File: src/rtl/mem_arbiter.sv
// ---------------------------------------------------------------------------
// mem_arbiter
//
// Purpose:
//   Shares one single-port, byte-addressed memory between the MIPS
//   instruction-fetch path and the load/store data path. One transaction is
//   in flight at a time, and each transaction walks IDLE -> ACCESS -> DONE.
//   Each requester gets back a registered read word and a one-cycle
//   completion pulse. A misaligned request never writes memory, returns 0,
//   and completes with err set.
//
// Configuration:
//   MEM_ARB_RR_EN  defined   : round-robin on simultaneous requests. The
//                              requester that did not own the previous
//                              transaction wins.
//                  undefined : fixed priority. Data always beats fetch.
//
// Ports:
//   clk, rst_n           single clock, asynchronous active-low reset
//   i_req, i_addr        fetch request and byte address
//   i_rdata, i_valid     fetched word (registered), completion pulse
//   d_req, d_we          data request, 1 = store / 0 = load
//   d_addr, d_wdata      data byte address and store data
//   d_rdata, d_valid     loaded word (registered), completion pulse
//   err                  pulses with *_valid for a misaligned request
//   busy                 high whenever the FSM is not IDLE
//   m_we, m_addr, m_wd   drive the memory's we/addr/wd
//   m_rd                 the memory's read data
// ---------------------------------------------------------------------------
module mem_arbiter #(
    parameter int AW = 32,
    parameter int DW = 32
) (
    input  logic          clk,
    input  logic          rst_n,
    input  logic          i_req,
    input  logic [AW-1:0] i_addr,
    output logic [DW-1:0] i_rdata,
    output logic          i_valid,
    input  logic          d_req,
    input  logic          d_we,
    input  logic [AW-1:0] d_addr,
    input  logic [DW-1:0] d_wdata,
    output logic [DW-1:0] d_rdata,
    output logic          d_valid,
    output logic          err,
    output logic          busy,
    output logic          m_we,
    output logic [AW-1:0] m_addr,
    output logic [DW-1:0] m_wd,
    input  logic [DW-1:0] m_rd
);

    typedef enum logic [1:0] {
        IDLE   = 2'd0,
        ACCESS = 2'd1,
        DONE   = 2'd2
    } state_t;

    state_t        state;
    logic          owner_d;     // 1 = data path owns the current transaction
    logic          grant_d;
    logic [AW-1:0] sel_addr;
    logic          sel_aligned;
    logic [DW-1:0] capture;

`ifdef MEM_ARB_RR_EN
    logic          last_d;      // owner of the previous transaction, 0 = fetch
`endif

    // Winner for this IDLE sample. A lone requester always wins. Only a tie
    // depends on the build option.
    always_comb begin
        grant_d = d_req;
        if (d_req && i_req) begin
`ifdef MEM_ARB_RR_EN
            grant_d = ~last_d;
`else
            grant_d = 1'b1;
`endif
        end
    end

    assign sel_addr    = grant_d ? d_addr : i_addr;
    assign sel_aligned = (sel_addr[1:0] == 2'b00);

    // m_addr holds the latched address during ACCESS. A misaligned access
    // returns 0 instead of whatever the memory presents.
    assign capture = (m_addr[1:0] == 2'b00) ? m_rd : '0;

    // Single FSM with registered outputs. m_addr/m_wd double as the latched
    // request registers, so they naturally hold their value while idle.
    always_ff @(posedge clk or negedge rst_n) begin
        if (!rst_n) begin
            state   <= IDLE;
            owner_d <= 1'b0;
            i_rdata <= '0;
            d_rdata <= '0;
            i_valid <= 1'b0;
            d_valid <= 1'b0;
            err     <= 1'b0;
            busy    <= 1'b0;
            m_we    <= 1'b0;
            m_addr  <= '0;
            m_wd    <= '0;
`ifdef MEM_ARB_RR_EN
            last_d  <= 1'b0;
`endif
        end else begin
            i_valid <= 1'b0;
            d_valid <= 1'b0;
            err     <= 1'b0;
            case (state)
                IDLE: begin
                    if (i_req || d_req) begin
                        state   <= ACCESS;
                        busy    <= 1'b1;
                        owner_d <= grant_d;
                        m_addr  <= sel_addr;
                        if (grant_d) begin
                            m_wd <= d_wdata;
                        end
                        // The write strobe is already qualified, so a
                        // misaligned store never reaches the memory.
                        m_we    <= grant_d & d_we & sel_aligned;
`ifdef MEM_ARB_RR_EN
                        last_d  <= grant_d;
`endif
                    end
                end
                ACCESS: begin
                    state <= DONE;
                    m_we  <= 1'b0;
                    if (owner_d) begin
                        d_rdata <= capture;
                    end else begin
                        i_rdata <= capture;
                    end
                    d_valid <= owner_d;
                    i_valid <= ~owner_d;
                    err     <= (m_addr[1:0] != 2'b00);
                end
                DONE: begin
                    state <= IDLE;
                    busy  <= 1'b0;
                end
                default: begin
                    state <= IDLE;
                    busy  <= 1'b0;
                    m_we  <= 1'b0;
                end
            endcase
        end
    end

endmodule
File: config.mk
export PLATFORM = sky130hd
export DESIGN_NAME = mem_arbiter
export DESIGN_NICKNAME = d
export VERILOG_FILES = /design/src/rtl/mem_arbiter.sv
export SDC_FILE = /design/constraint.sdc
export NUM_CORES = 1
export LEC_CHECK = 0
export CORE_MARGIN = 3
export CORE_UTILIZATION = 41
export DETAILED_ROUTE_END_ITERATION = 10
export PLACE_DENSITY = 0.89
export SLEW_MARGIN = 20
export SYNTH_ARGS = -nofsm -noshare
export SYNTH_HDL_FRONTEND = slang
export SYNTH_SLANG_ARGS = --single-unit
File: constraint.sdc
create_clock -name clk -period 1.7 [get_ports clk]
set_input_delay 0.34 -clock clk [delete_from_list [all_inputs] [get_ports clk]]
set_output_delay 0.34 -clock clk [all_outputs]
set_load 0.01 [all_outputs]
==> impl_metrics.json <==
{
  "gp_congestion": 0.760,
  "finalHoldViolCount": 0,
  "synth_fa_ha_area_share_pct": 0,
  "end_kind": "output port",
  "cts_tree": "yes",
  "cp_cell_sequence": "clkdlybuf4s50_1",
  "viasPerCell": 4.97,
  "fin_ws_ns": 0.0322,
  "h-tree-depth": 4,
  "postCtsSetupBuffers": 0,
  "num_rows": 41,
  "synth_compound_area_share_pct": 7.28,
  "power.total_mw": 17.1,
  "synth_seq_cells": 136,
  "fin_skew_ns": 0.00966,
  "insertion_delay_ns": 0.41,
  "crit_family": "buffers and inverters",
  "placed_area_um2": 8420,
  "yosys_warnings": 0,
  "post-route-period-util_pct": 98.1,
  "synth.avg_cell_area_um2": 12.6,
  "cp.arrival_ns": 1.33,
  "r2r_start": "state[1]$_DFFE_PN0P_",
  "layout-drive-gt1-share_pct": 22.1,
  "syn2layout_area_growth_pct": 67.1,
  "io_buffers": 265,
  "routed-via-count": 4449,
  "pre_cts_ws_ns": -0.294,
  "ys_types": 22,
  "reg2reg_to": "i_rdata[6]$_DFFE_PN0P_",
  "tns_ns": 0,
  "pin_count": 266,
  "dp_hpwl_um": 11500,
  "fmax_mhz": 600,
  "initial_core_util_pct": 42.8,
  "setup_viol": 0,
  "cts-root-buf": "clkbuf_16",
  "critPathMaxStageDelay_ns": 0.55,
  "synth-seq-area-share_pct": 61.7,
  "synthMuxAreaShare_pct": 19.6,
  "fp.dieW_um": 122,
  "p_leak_nw": 4.43,
  "drv_cap": 0,
  "synth-simple-area-share_pct": 7.94,
  "grt_max_degree": 66,
  "p_per_area_nw_per_um2": 1860,
  "synth-xor-area-share_pct": 0,
  "tightest_slew_ns": 0.325,
  "wirelength_um": 15800,
  "grt-ovfl-total": 0,
  "postRouteAntennaNets": 0,
  "avgRoutedWirePerCell_um": 17.7,
  "grt_usage_pct": 21.3,
  "die_y_um": 122,
  "drtIter0Drc": 241,
  "r2r_cells": 4,
  "netlist_area_um2": 5520,
  "antenna_found_initial": 0,
  "grt_pass1_vias": 4756,
  "fin_nets": 843,
  "first_pass_iters": 4,
  "grt_pass1_wl_um": 24100,
  "synthesis.nets": 570,
  "cts.clk_slew.worst_paths_ns": 0.06,
  "critPathBufInv": 1,
  "cts_buffer_depth": 2,
  "route.detailed.drc": 0,
  "design_area_um2": 9220,
  "cp_slowest_cell": "clkdlybuf4s50_1",
  "relSlewSlack_pct": 78.3,
  "synthCells": 437,
  "status": "complete, no violations",
  "report.final.slew_viol_count": 0,
  "cts_buffers": 17,
  "core_um2": 12900,
  "ir_drop_v": 0.00105,
  "cp.required_ns": 1.36,
  "hold_path.class": "input port to async pin",
  "synth_top_family_by_area": "multiplexers",
  "diodes": 0,
  "period_needed_ns": 1.67,
  "die_area_um2": 14900,
  "reg2reg_slack_ns": 0.10,
  "worst-setup-path-type": "flop to output port",
  "critPathLaunchType": "flop",
  "path_max_fanout": 2,
  "cts.sink_count": 136
}
placed cells by master (no fill, tap or decap), drive strengths merged, types with 2 or more instances in the layout:
| cell type | count |
|---|---|
| mux2 | 96 |
| nor2b | 2 |
| nand2 | 96 |
| nor3b | 2 |
| bufinv | 6 |
| clkdlybuf4s50 | 207 |
| dfrtp | 136 |
| dlygate4sd2 | 7 |
| nor2 | 2 |
| clkbuf | 24 |
| o21ai | 65 |
| buf | 16 |
| clkinv | 2 |
| inv | 4 |
| dlymetal6s2s | 50 |
power by group:
part / switching, mW / total (mW) / leakage [nW] / internal, mW
logic: 3.17 / 7.26 / 2.40 / 4.10
registers: 0.899 / 5.72 / 1.71 / 4.82
clock network: 1.29 / 4.16 / 0.328 / 2.87
total: 5.36 / 17.1 / 4.43 / 11.8
metal layers:
metal	share of wire, %	routed length, um	global-route usage [%]
met5	0	0	0
met4	2.3	367	9.45
met3	9.3	1480	8.64
met2	53	8420	37.3
met1	35	5580	22.5
synthesized netlist by cell type, drive strengths merged:
library cell | instances | area (um2)
nor2 | 2 | 7.51
dfrtp | 136 | 3400
nor3 | 1 | 16.3
o21ai | 65 | 382
o21bai | 1 | 7.51
nor2b | 2 | 12.5
nand3 | 1 | 5.00
or3b | 1 | 8.76
nand2 | 96 | 360
a21o | 1 | 7.51
a21oi | 1 | 5.00
nand3b | 1 | 7.51
nor3b | 2 | 20.0
inv | 4 | 15.0
mux2 | 96 | 1080
clkbuf | 8 | 30.0
buf | 19 | 148
worst max path at each step:
stage | startpoint | to | slack (ns) | depth (start not counted)
finish | d_rdata[1]$_DFFE_PN0P_ | d_rdata[1] | 0.03 | 1
global route | d_rdata[1]$_DFFE_PN0P_ | d_rdata[1] | -0.03 | 1
CTS | m_wd[1]$_DFFE_PN0P_ | m_wd[1] | 0.0003 | 1
detailed placement | d_req | m_wd[18]$_DFFE_PN0P_ | -0.29 | 5
global placement | d_req | m_wd[27]$_DFFE_PN0P_ | -0.26 | 5
floorplan | d_req | m_addr[12]$_DFFE_PN0P_ | 0.14 | 4
per-stage QoR:
step | hold slack, ns | util, % | std cells
final | 0.349 | 71.6 | 895
after global routing | 0.332 | 71.6 | 895
after CTS | 0.311 | 70.6 | 895
after detailed placement | 0.185 | 65.4 | 862
after global placement | 0.180 | 65.4 | 862
after floorplan | 0.0444 | - | 437
final cells by class:
class | instances | area (um2)
Clock buffer | 24 | 482
Clock inverter | 8 | 190
Fill cell | 860 | 3660
Inverter | 4 | 15.0
Multi-Input combinational cell | 270 | 1930
Sequential cell | 136 | 3400
Tap cell | 172 | 215
Timing Repair Buffer | 281 | 2980
state kept, by name, summed over array words and instances, names as in the netlist:
name,count
i_rdata,32
owner_d,1
m_addr,32
m_wd,32
i_valid,1
state,2
d_rdata,32
m_we,1
err,1
d_valid,1
busy,1
cells by family after synthesis:
family | Yosys count
mux | 96
compound gates | 68
buf+inv | 31
flops | 136
simple gates | 106
what timing repair did:
| action | CTS | global route |
|---|---|---|
| endpoints found under the setup margin | 7 | 51 |
| resized for setup | 7 | 52 |
| hold endpoints to repair | 14 | 0 |
| hold buffers | 1 | 0 |
Note: power is estimated with default switching activity, not from simulation.
